--- src/rtl/iterative_alu.sv ---
// rtl/iterative_alu.sv - execute-stage ALU with iterative multu/divu
//
// Purpose: single-cycle and/or/add/sub/slt/li with one registered cycle of
// latency, plus unsigned shift-add multiply and restoring divide that
// retire one bit per cycle into hi/lo. busy/done let the controller stall.
//
// Ports:
//   clk        rising-edge clock
//   reset      synchronous active-high reset
//   start      latch operands and alucontrol this cycle
//   alucontrol 4-bit operation code
//   a, b       operands (WIDTH bits)
//   result     registered result
//   zero       result == 0
//   hi, lo     mult upper/lower half, or div remainder/quotient
//   busy       multi-cycle op in progress
//   done       one-cycle pulse when result (and hi/lo for mult/div) is valid
module iterative_alu #(
  parameter int WIDTH = 32
) (
  input  logic             clk,
  input  logic             reset,
  input  logic             start,
  input  logic [3:0]       alucontrol,
  input  logic [WIDTH-1:0] a,
  input  logic [WIDTH-1:0] b,
  output logic [WIDTH-1:0] result,
  output logic             zero,
  output logic [WIDTH-1:0] hi,
  output logic [WIDTH-1:0] lo,
  output logic             busy,
  output logic             done
);

  typedef enum logic [1:0] {IDLE, MUL, DIV, FIN} state_t;

  localparam int CW = $clog2(WIDTH);

  state_t           state;
  logic [CW-1:0]    cnt;
  // Multiply: opd = multiplicand, acc_lo = multiplier shifting out LSB-first,
  //           acc_hi = running upper half (one spare bit for the add carry).
  // Divide:   opd = divisor, acc_lo = dividend shifting into quotient,
  //           acc_hi = partial remainder.
  logic [WIDTH-1:0] opd;
  logic [WIDTH-1:0] acc_lo;
  logic [WIDTH:0]   acc_hi;

  logic [WIDTH:0]   mul_sum;
  logic [WIDTH:0]   mul_hi_next;
  logic [WIDTH-1:0] mul_lo_next;
  logic [WIDTH:0]   rem_shift;
  logic             rem_ge;
  logic [WIDTH:0]   div_hi_next;
  logic [WIDTH-1:0] div_lo_next;
  logic [WIDTH-1:0] op_result;

  assign zero = (result == '0);

  always_comb begin
    mul_sum     = acc_hi + (acc_lo[0] ? {1'b0, opd} : '0);
    mul_hi_next = {1'b0, mul_sum[WIDTH:1]};
    mul_lo_next = {mul_sum[0], acc_lo[WIDTH-1:1]};

    rem_shift   = {acc_hi[WIDTH-1:0], acc_lo[WIDTH-1]};
    rem_ge      = (rem_shift >= {1'b0, opd});
    div_hi_next = rem_ge ? (rem_shift - {1'b0, opd}) : rem_shift;
    div_lo_next = {acc_lo[WIDTH-2:0], rem_ge};
  end

  // Undefined codes (including 1100/1101, handled by the FSM) yield zero.
  always_comb begin
    op_result = '0;
    case (alucontrol)
      4'b0000: op_result = a & b;
      4'b0001: op_result = a | b;
      4'b0010: op_result = a + b;
      4'b0110: op_result = a - b;
      4'b1010: op_result = a - b;
      4'b1011: op_result = {{(WIDTH-1){1'b0}}, ($signed(a) < $signed(b))};
      4'b0100: op_result = b;
      default: op_result = '0;
    endcase
  end

  always_ff @(posedge clk) begin
    if (reset) begin
      state  <= IDLE;
      cnt    <= '0;
      opd    <= '0;
      acc_lo <= '0;
      acc_hi <= '0;
      result <= '0;
      hi     <= '0;
      lo     <= '0;
      busy   <= 1'b0;
      done   <= 1'b0;
    end else begin
      done <= 1'b0;
      case (state)
        IDLE: begin
          if (start) begin
            if (alucontrol == 4'b1100) begin
              state  <= MUL;
              cnt    <= '0;
              opd    <= a;
              acc_lo <= b;
              acc_hi <= '0;
              busy   <= 1'b1;
            end else if (alucontrol == 4'b1101) begin
              state  <= DIV;
              cnt    <= '0;
              opd    <= b;
              acc_lo <= a;
              acc_hi <= '0;
              busy   <= 1'b1;
            end else begin
              result <= op_result;
              done   <= 1'b1;
            end
          end
        end
        MUL: begin
          acc_hi <= mul_hi_next;
          acc_lo <= mul_lo_next;
          cnt    <= cnt + 1'b1;
          if (cnt == CW'(WIDTH-1)) state <= FIN;
        end
        DIV: begin
          acc_hi <= div_hi_next;
          acc_lo <= div_lo_next;
          cnt    <= cnt + 1'b1;
          if (cnt == CW'(WIDTH-1)) state <= FIN;
        end
        FIN: begin
          hi     <= acc_hi[WIDTH-1:0];
          lo     <= acc_lo;
          result <= acc_lo;
          busy   <= 1'b0;
          done   <= 1'b1;
          state  <= IDLE;
        end
        default: state <= IDLE;
      endcase
    end
  end

endmodule
--- config.mk ---
export PLATFORM = sky130hd
export DESIGN_NAME = iterative_alu
export DESIGN_NICKNAME = d
export VERILOG_FILES = /design/src/rtl/iterative_alu.sv
export SDC_FILE = /design/constraint.sdc
export NUM_CORES = 1
export LEC_CHECK = 0
export BUFFER_PORTS_ARGS = -buffer_cell sky130_fd_sc_hd__buf_2
export CAP_MARGIN = 10
export CELL_PAD_IN_SITES_DETAIL_PLACEMENT = 0
export CELL_PAD_IN_SITES_GLOBAL_PLACEMENT = 2
export CORE_ASPECT_RATIO = 0.9
export CORE_MARGIN = 2
export CORE_UTILIZATION = 38
export CTS_BUF_LIST = sky130_fd_sc_hd__clkbuf_8 sky130_fd_sc_hd__clkbuf_16
export DETAILED_ROUTE_END_ITERATION = 10
export HOLD_SLACK_MARGIN = 0.12
export PLACE_DENSITY_LB_ADDON = 0.12
export REMOVE_ABC_BUFFERS = 1
export SLEW_MARGIN = 40
export SYNTH_ARGS = -nofsm -noshare
export SYNTH_HDL_FRONTEND = slang
export SYNTH_SLANG_ARGS = --single-unit
--- constraint.sdc ---
create_clock -name clk -period 6.47 [get_ports clk]
set_input_delay 1.294 -clock clk [delete_from_list [all_inputs] [get_ports clk]]
set_output_delay 1.294 -clock clk [all_outputs]
set_load 0.01 [all_outputs]
==> results of run 1 <==
## worst min-delay path by stage
| stage | end |
|---|---|
| global placement | lo[17] |
| detailed placement | lo[11] |
| finish | lo[11] |
| global route | lo[3] |
| CTS | lo[11] |
| floorplan | acc_hi[32] |
## worst max-delay path: stages, from the launching register on
cell      delay (ps)
dfxtp_1          530
inv_1             80
ha_1             360
a21oi_1          280
o21ai_1          200
a211oi_2         390
o31a_1           350
o32ai_4          180
nor2_4           550
buf_4            430
mux2_2           370
a222oi_1         290
nor3_1            90
## area by class of cell
type / count / area, µm²
repair buffers: 198 / 1100
well taps: 616 / 771
clock inverters: 15 / 181
fillers: 4855 / 26300
flip-flops and latches: 202 / 4040
clock buffers: 33 / 758
diodes: 5 / 12.5
multi-input cells: 1875 / 12700
inverters: 158 / 593
## where the power goes
group	switching (µW)	internal [µW]	total (µW)	leakage [µW]
combinational	1390	779	2170	0.00654
clock	633	982	1620	0.000470
sequential	106	1320	1420	0.00163
total	2130	3080	5210	0.00864
## stage by stage
| stage | hold slack (ps) | setup TNS [ps] | util (%) | power [µW] | cells |
|---|---|---|---|---|---|
| 2_1_floorplan | 446 | -12790 | - | 2850 | 2235 |
| 3_3_place_gp | 454 | 0 | 41.2 | 3590 | 3047 |
| 3_5_place_dp | 457 | 0 | 41.2 | 3600 | 3048 |
| 4_1_cts | 466 | 0 | 43.2 | 5230 | 3096 |
| 5_1_grt | 484 | 0 | 43.3 | 5500 | 3100 |
| 6_report | 461 | 0 | 43.3 | 5210 | 3102 |
## cells in the final DEF, fill, tap and decap left out, drive strengths merged, types with 40 or more instances in the layout
cell type    n
xnor2       55
a21oi      256
nor3        58
a221oi      58
nor2       243
inv        160
dfxtp      202
o21ai      105
mux2i       62
a311oi      40
buf        198
nand2      274
a21o        50
ha         179
## state kept, by name (all words and copies together) (netlist names)
signal / count
state: 2
cnt: 5
busy: 1
hi: 32
opd: 32
result: 32
done: 1
acc_lo: 32
acc_hi: 33
lo: 32
## kinds of logic after synthesis
logic type,count (synthesis)
AO/OA/AOI/OAI,775
XOR/XNOR,82
adder cells (fa/ha/maj),183
buffers and inverters,312
flip-flops,202
multiplexers,78
AND/OR/NAND/NOR,757
## per-layer routing
| metal | global-route usage, % | part of all wire, % | vias up | wire length (µm) |
|---|---|---|---|---|
| met4 | 8.22 | 2.9 | 0 | 1990 |
| met2 | 43.2 | 44 | 628 | 30300 |
| met5 | 0 | 0 | - | 0 |
| met1 | 39.6 | 47 | 8776 | 32400 |
| met3 | 4.38 | 7.0 | 91 | 4850 |
| li1 | - | - | 8837 | - |
==> impl_metrics.ini, run 1 <==
[route]
vias = 18332
drt_pass1_iterations = 7
drtAntennaViolNets = 0
drt_iter0_drc = 1266
drt-total-wl_um = 69400
wire_per_inst_um = 22.4
drc_errors = 0
vias_per_cell = 5.91

[sta]
min_period_over_period_pct = 66.3
fin_ws_ps = 2180
fin_skew_ps = 23.6
rsz0062_at_grt = no
slew-limit-headroom_pct = 43.9
final-max-slew-violation-count = 0
hold_viol = 0
fin_crit_ps = 4290
max_freq_mhz = 233
tightest_slew_ps = 831
setup_viol = 0

[clocking]
clk_latency_ps = 580
htree_levels = 1
tritoncts = built
clockBufferDepth = 3
ctsHoldBuffers = 0
root_buffer = clkbuf_16
cts_setup_buffers = 0
cts_made_buffers = 27
clock-sinks = 202
post_cts_resized = 0
clkTransAtPathRegs_ps = 60

[synth]
synth_top_cell_by_area = dfxtp_1
synth_top_family_by_area = compound AO/OA/AOI/OAI gates
synthAdderAreaFrac_pct = 13.0
synth_area_per_cell_um2 = 7.45
synthTopCellsByCount = nand2_1, a21oi_1, nor2_1
synth_area_mm2 = 0.0178
ys_seq_area_share_pct = 22.7
synth_compound_area_share_pct = 29.9
synth_xor_xnor_area_share_pct = 4.03
synth-simple-area-share_pct = 18.9
synthCells = 2389
yosysMostFrequentCell = nand2_1
ys_seq_elements = 202
ys_async_sr_fraction_pct = 0
synthTopCellsByArea = dfxtp_1, ha_1, a21oi_1
synth.distinct_cells = 88
muxShareOfSynthArea_pct = 4.77
synth_warnings = 0
synth.top_cell.area_share_pct = 22.7
synth-main-ff-cell = dfxtp_1
synth_edf_count = 0

[worst_setup_path]
worstPathArrival_ps = 4720
ff2ff_setup_slack_ps = 2180
worstSetupStartpoint = opd[9]
r2r-end = acc_hi[3]
critPathMaxFanout = 24
r2r-start = opd[9]
ff2ff_path_depth = 12
cp-start-kind = register
end_kind = register
crit_type = reg2reg
cp.required_ps = 6900
crit_end = acc_hi[3]

[power_and_ir_drop]
peakVddDrop_mv = 0.192
p_leak_uw = 0.00864
p_per_area_mw_per_mm2 = 259

[floorplanning]
rows = 75
die_x_um = 232
initial_utilization_pct = 38.3
io_pins = 170
dieArea_mm2 = 0.0486
core_area_mm2 = 0.0465
die_h_um = 209

[placed_design]
postPlaceCellArea_mm2 = 0.0191
place_hpwl_um = 51400
gp_congestion = 0.902
port_buffers = 169
place_ws_ps = 1800

[grt]
grt_pass1_wl_um = 105000
gr-total-overflow = 0
grt_pass1_vias = 17451
groute.usage.overall_pct = 27.9
grt_max_degree = 75
antenna_found_initial = 6

[run]
cap_violations = 0

[worst_hold_path]
min_from = lo[11]
whs_path_depth = 2
hp-class = reg2reg

[finish]
syn_to_final_growth_pct = 13.0
drive_gt1_share_pct = 12.0
nets = 2716
postLayoutCellArea_mm2 = 0.0201

[status]
outcome = completed
(Power assumes the default switching activity.)
==> inputs of run 2 (changes only) <==
--- a/config.mk
+++ b/config.mk
@@ -11,7 +11,7 @@
 export CELL_PAD_IN_SITES_GLOBAL_PLACEMENT = 2
 export CORE_ASPECT_RATIO = 0.9
 export CORE_MARGIN = 2
-export CORE_UTILIZATION = 38
+export CORE_UTILIZATION = 32
 export CTS_BUF_LIST = sky130_fd_sc_hd__clkbuf_8 sky130_fd_sc_hd__clkbuf_16
 export DETAILED_ROUTE_END_ITERATION = 10
 export HOLD_SLACK_MARGIN = 0.12
==> constraint.sdc (replaced) <==
create_clock -name clk -period 3.9 [get_ports clk]
set_input_delay 0.78 -clock clk [delete_from_list [all_inputs] [get_ports clk]]
set_output_delay 0.78 -clock clk [all_outputs]
set_load 0.01 [all_outputs]
==> impl_metrics.ini, run 2 (same netlist as run 1, synthesis figures left out) <==
[worst_setup_path]
end_kind = register
ff2ff_setup_slack_ps = 270
critPathMaxFanout = 4
r2r-end = acc_hi[31]
cp.required_ps = 4330
worstPathArrival_ps = 4060
r2r-start = opd[0]
ff2ff_path_depth = 16
crit_type = reg2reg
cp-start-kind = register

[route]
drt-total-wl_um = 75100
drc_errors = 0
drt_iter0_drc = 1461
wire_per_inst_um = 22.9
vias = 18673
drt_pass1_iterations = 6
vias_per_cell = 5.69
drtAntennaViolNets = 0

[sta]
hold-worst-slack_ps = 462
max_freq_mhz = 275
min_period_over_period_pct = 93.1
setup_viol = 0
fin_skew_ps = 39.7
fin_crit_ps = 3630
hold_viol = 0
rsz0062_at_grt = no
tightest_slew_ps = 866
slew-limit-headroom_pct = 42.3
setup_tns_ps = 0
final-max-slew-violation-count = 0

[run]
cap_violations = 0

[placed_design]
postPlaceCellArea_mm2 = 0.0200
port_buffers = 169
dpl.cell_count = 3230
place_hpwl_um = 56800
gp_congestion = 0.934

[finish]
nets = 2801
drive_gt1_share_pct = 14.9
largest_register_ffs = 33
final_cell_mix = nand2_1, a21oi_1, nor2_1
nFillCells = 5884
regMostFlops = acc_hi
postLayoutCellArea_mm2 = 0.0210
syn_to_final_growth_pct = 17.7
layout_commonest_cell = nand2_1
final_util_pct = 37.9
final-instance-count-excl-fill = 3281

[worst_hold_path]
min_to = lo[20]
hp-class = reg2reg
min_from = lo[20]
whs_path_depth = 2

[grt]
gr-total-overflow = 0
grt_pass1_vias = 17975
antenna_found_initial = 4
groute.usage.overall_pct = 25.3
grt_pass1_wl_um = 113000
grt_max_degree = 110

[clocking]
ctsHoldBuffers = 0
root_buffer = clkbuf_16
tritoncts = built
clock-sinks = 202
clk_latency_ps = 600
cts_setup_buffers = 0
htree_levels = 1
clkTransAtPathRegs_ps = 60
cts_made_buffers = 29
clockBufferDepth = 3

[floorplanning]
dieArea_mm2 = 0.0576
rows = 82
die_h_um = 228
core_area_mm2 = 0.0553
io_pins = 170
die_x_um = 253
initial_utilization_pct = 32.2

[power_and_ir_drop]
p_leak_uw = 0.00911
peakVddDrop_mv = 0.311
p_per_area_mw_per_mm2 = 430

[status]
outcome = completed
-- run 2: cell types whose count changed in the layout (fill, tap and decap cells not counted), moves of 3 or more --
cell	change
buf_12	+6
buf_4	+81
clkinv_2	+3
clkinvlp_4	-3
diode_2	-4
-- run 2: stage by stage --
step,setup slack (ps),power (µW)
after global routing,16.8,9510
final,268,9010
after global placement,-145,6200
after detailed placement,-128,6210
after CTS,129,9090
after floorplan,-3520,4720
-- run 2: final cells by class --
type                            instances  area (µm²)  area share, %
Clock buffer                           34         795           3.79
Timing Repair Buffer                  281        1770           8.44
Sequential cell                       202        4040           19.3
Multi-Input combinational cell       1875       12700           60.4
Antenna cell                            1        2.50         0.0119
Clock inverter                         16         193          0.920
Inverter                              158         593           2.83
Tap cell                              714         893           4.26
-- run 2: worst max-delay path by stage --
stage	startpoint	end	slack, ps
after detailed placement	a[0]	result[24]	-130
after CTS	opd[0]	acc_hi[31]	130
after floorplan	state[0]	result[27]	-3520
final	opd[0]	acc_hi[31]	270
after global placement	a[0]	result[24]	-140
after global routing	acc_lo[0]	acc_hi[31]	20
-- run 2: repair_timing --
item                                   in CTS  in global routing
setup endpoints to repair                   0                  2
endpoints found under the hold margin       0                  0
resized for setup                           0                  2
-- run 2: where the power goes --
| part | leakage, µW | total, µW | switching, µW | internal (µW) |
|---|---|---|---|---|
| Clock | 0.000501 | 2820 | 1120 | 1700 |
| Sequential | 0.00163 | 2360 | 169 | 2190 |
| Combinational | 0.00697 | 3830 | 2390 | 1440 |
| Total | 0.00911 | 9010 | 3680 | 5330 |
-- run 2: per-layer routing --
| metal | routed length (µm) | track usage, % |
|---|---|---|
| met2 | 32700 | 39.2 |
| met4 | 1970 | 6.05 |
| met5 | 18 | 0 |
| met1 | 36300 | 36.9 |
| met3 | 4090 | 3.19 |
-- run 2: critical path, cell delays in order (launching register included) --
cell      delay (ps)
dfxtp_1          360
and2_1           150
ha_1             210
inv_1             70
fa_1             420
nor2b_1          190
o31ai_1          100
buf_4            150
a21oi_1          240
a31oi_2          190
o211a_1          290
nor3_1           320
a311oi_1         180
o41ai_2          280
buf_4            180
xnor2_1          100
o21ai_1           70
==> inputs of run 3 (changes only) <==
--- a/config.mk
+++ b/config.mk
@@ -5,13 +5,14 @@
 export SDC_FILE = /design/constraint.sdc
 export NUM_CORES = 1
 export LEC_CHECK = 0
+export ABC_AREA = 1
 export BUFFER_PORTS_ARGS = -buffer_cell sky130_fd_sc_hd__buf_2
 export CAP_MARGIN = 10
 export CELL_PAD_IN_SITES_DETAIL_PLACEMENT = 0
 export CELL_PAD_IN_SITES_GLOBAL_PLACEMENT = 2
 export CORE_ASPECT_RATIO = 0.9
 export CORE_MARGIN = 2
-export CORE_UTILIZATION = 32
+export CORE_UTILIZATION = 29
 export CTS_BUF_LIST = sky130_fd_sc_hd__clkbuf_8 sky130_fd_sc_hd__clkbuf_16
 export DETAILED_ROUTE_END_ITERATION = 10
 export HOLD_SLACK_MARGIN = 0.12
==> impl_metrics.ini, run 3 <==
[floorplanning]
dieArea_mm2 = 0.0718
core_area_mm2 = 0.0688
initial_utilization_pct = 29.4
die_x_um = 282
io_pins = 170
die_h_um = 254
rows = 91

[status]
outcome = completed

[worst_setup_path]
end_kind = register
cp_cell_sequence = inv_1 > ha_1 > fa_1 > o21bai_1 > nand2_1 > nand2_1 > nand2_1 > nand2_1 > nand2_1 > nand2_1 > nand2_1 > nand3_1 > nand2_1 > nand2_1 > a21oi_1
slowest_stage = o21bai_1
cp_common_cell = nand2_1
cp.required_ps = 4340
cp-start-kind = register
slowest_delay_ps = 540
critPathMaxFanout = 4
r2r-start = acc_lo[31]
worstSetupStartpoint = acc_lo[31]
worstPathArrival_ps = 3730
crit_type = reg2reg
ff2ff_setup_slack_ps = 610

[clocking]
clk_latency_ps = 600
clock-sinks = 202
clkTransAtPathRegs_ps = 60
post_cts_resized = 0
ctsHoldBuffers = 0
root_buffer = clkbuf_16
htree_levels = 1
clockBufferDepth = 3
cts_made_buffers = 28
cts_setup_buffers = 0
tritoncts = built

[route]
vias = 23481
wire_per_inst_um = 22.4
drc_errors = 0
drt-total-wl_um = 103000
vias_per_cell = 5.14
drt_pass1_iterations = 6
drtAntennaViolNets = 0
drt_iter0_drc = 2103

[run]
cap_violations = 0

[finish]
largest_register_ffs = 33
layout_commonest_cell = nand2_1
regMostFlops = acc_hi
drive_gt1_share_pct = 8.59
final_util_pct = 33.7
final_cell_mix = nand2_1, inv_1, a21oi_1
nets = 3866
nFillCells = 7862
postLayoutCellArea_mm2 = 0.0232
syn_to_final_growth_pct = 14.7

[synth]
synth-main-ff-cell = dfxtp_1
yosysMostFrequentCell = nand2_1
synthTopCellsByCount = nand2_1, inv_1, a21oi_1
synthTopCellsByArea = dfxtp_1, nand2_1, ha_1
ys_seq_area_share_pct = 20.0
synth.distinct_cells = 47
synthCells = 3496
synth_area_mm2 = 0.0202
synth_warnings = 0
synth_top_cell_by_area = dfxtp_1
ys_seq_elements = 202
synth_edf_count = 0
ys_async_sr_fraction_pct = 0
synth_area_per_cell_um2 = 5.78
synth.top_cell.area_share_pct = 20.0

[sta]
slew-limit-headroom_pct = 44.1
fin_ws_ps = 608
max_freq_mhz = 304
setup_viol = 0
fin_crit_ps = 3290
fin_skew_ps = 30.3
tightest_slew_ps = 839
final-max-slew-violation-count = 0
rsz0062_at_grt = no
hold_viol = 0
min_period_over_period_pct = 84.4
hold-worst-slack_ps = 457

[grt]
gr-total-overflow = 0
groute.usage.overall_pct = 27.9
antenna_found_initial = 7
grt_max_degree = 94
grt_pass1_vias = 21837
grt_pass1_wl_um = 148000

[placed_design]
port_buffers = 169
place_ws_ps = 543
gp_congestion = 0.987
place_hpwl_um = 82300
postPlaceCellArea_mm2 = 0.0221

[worst_hold_path]
min_from = lo[26]
hp-class = reg2reg

[power_and_ir_drop]
p_leak_uw = 0.0117
peakVddDrop_mv = 0.437
p_per_area_mw_per_mm2 = 466
[run 3: through the flow]
stage                     power (µW)  setup TNS, ps  cells
after floorplan                 5520        -134290   3359
after global routing           11400              0   4562
after global placement          7770              0   4510
after CTS                      10800              0   4561
final                          10800              0   4567
after detailed placement        7780              0   4511
[run 3: layer usage]
layer | GRT usage [%] | vias to the layer above | part of all wire (%)
li1 | - | 11581 | -
met1 | 41.7 | 10961 | 50
met2 | 41.6 | 808 | 41
met3 | 3.17 | 127 | 5.8
met4 | 8.24 | 4 | 3.4
met5 | 0 | - | 0.026
[run 3: cell type report]
type                    instances  area [µm²]  area share (%)
flip-flops and latches        202        4040            17.4
inverters                     559        2100            9.06
diodes                          5        12.5          0.0540
clock inverters                15         228           0.983
repair buffers                223        1330            5.73
clock buffers                  35         808            3.49
well taps                     930        1160            5.02
multi-input cells            2598       13500            58.2
[run 3: worst paths after layout]
kind,endpoint,cells after the start
worst max-delay path,acc_hi[28],15
worst min-delay path,lo[26],2
worst max register to register,acc_hi[28],15
worst min register to register,lo[26],2
[run 3: cells by family (layout without fill, tap and decap cells)]
| kind of cell | after synthesis | in the layout | share of synthesized area [%] |
|---|---|---|---|
| simple gates | 1642 | 1642 | 33.9 |
| buf+inv | 696 | 832 | 13.4 |
| xor+xnor | 17 | 17 | 0.737 |
| fa+ha+maj | 183 | 183 | 11.5 |
| flops | 202 | 202 | 20.0 |
| other cells | 0 | 5 | 0 |
| compound gates | 756 | 756 | 20.4 |
[run 3: where the power goes]
group          switching [µW]  total, µW  internal [µW]
Combinational            3690       5130           1440
Clock                    1120       2970           1850
Sequential                358       2700           2340
Total                    5170      10800           5630
[run 3: critical path, delay by kind of cell, from the launching register on]
family          cells  cell delay (ps)
compound gates      2              600
buf+inv             1              230
fa+ha+maj           2              730
simple gates       10             1090
flops               1              510
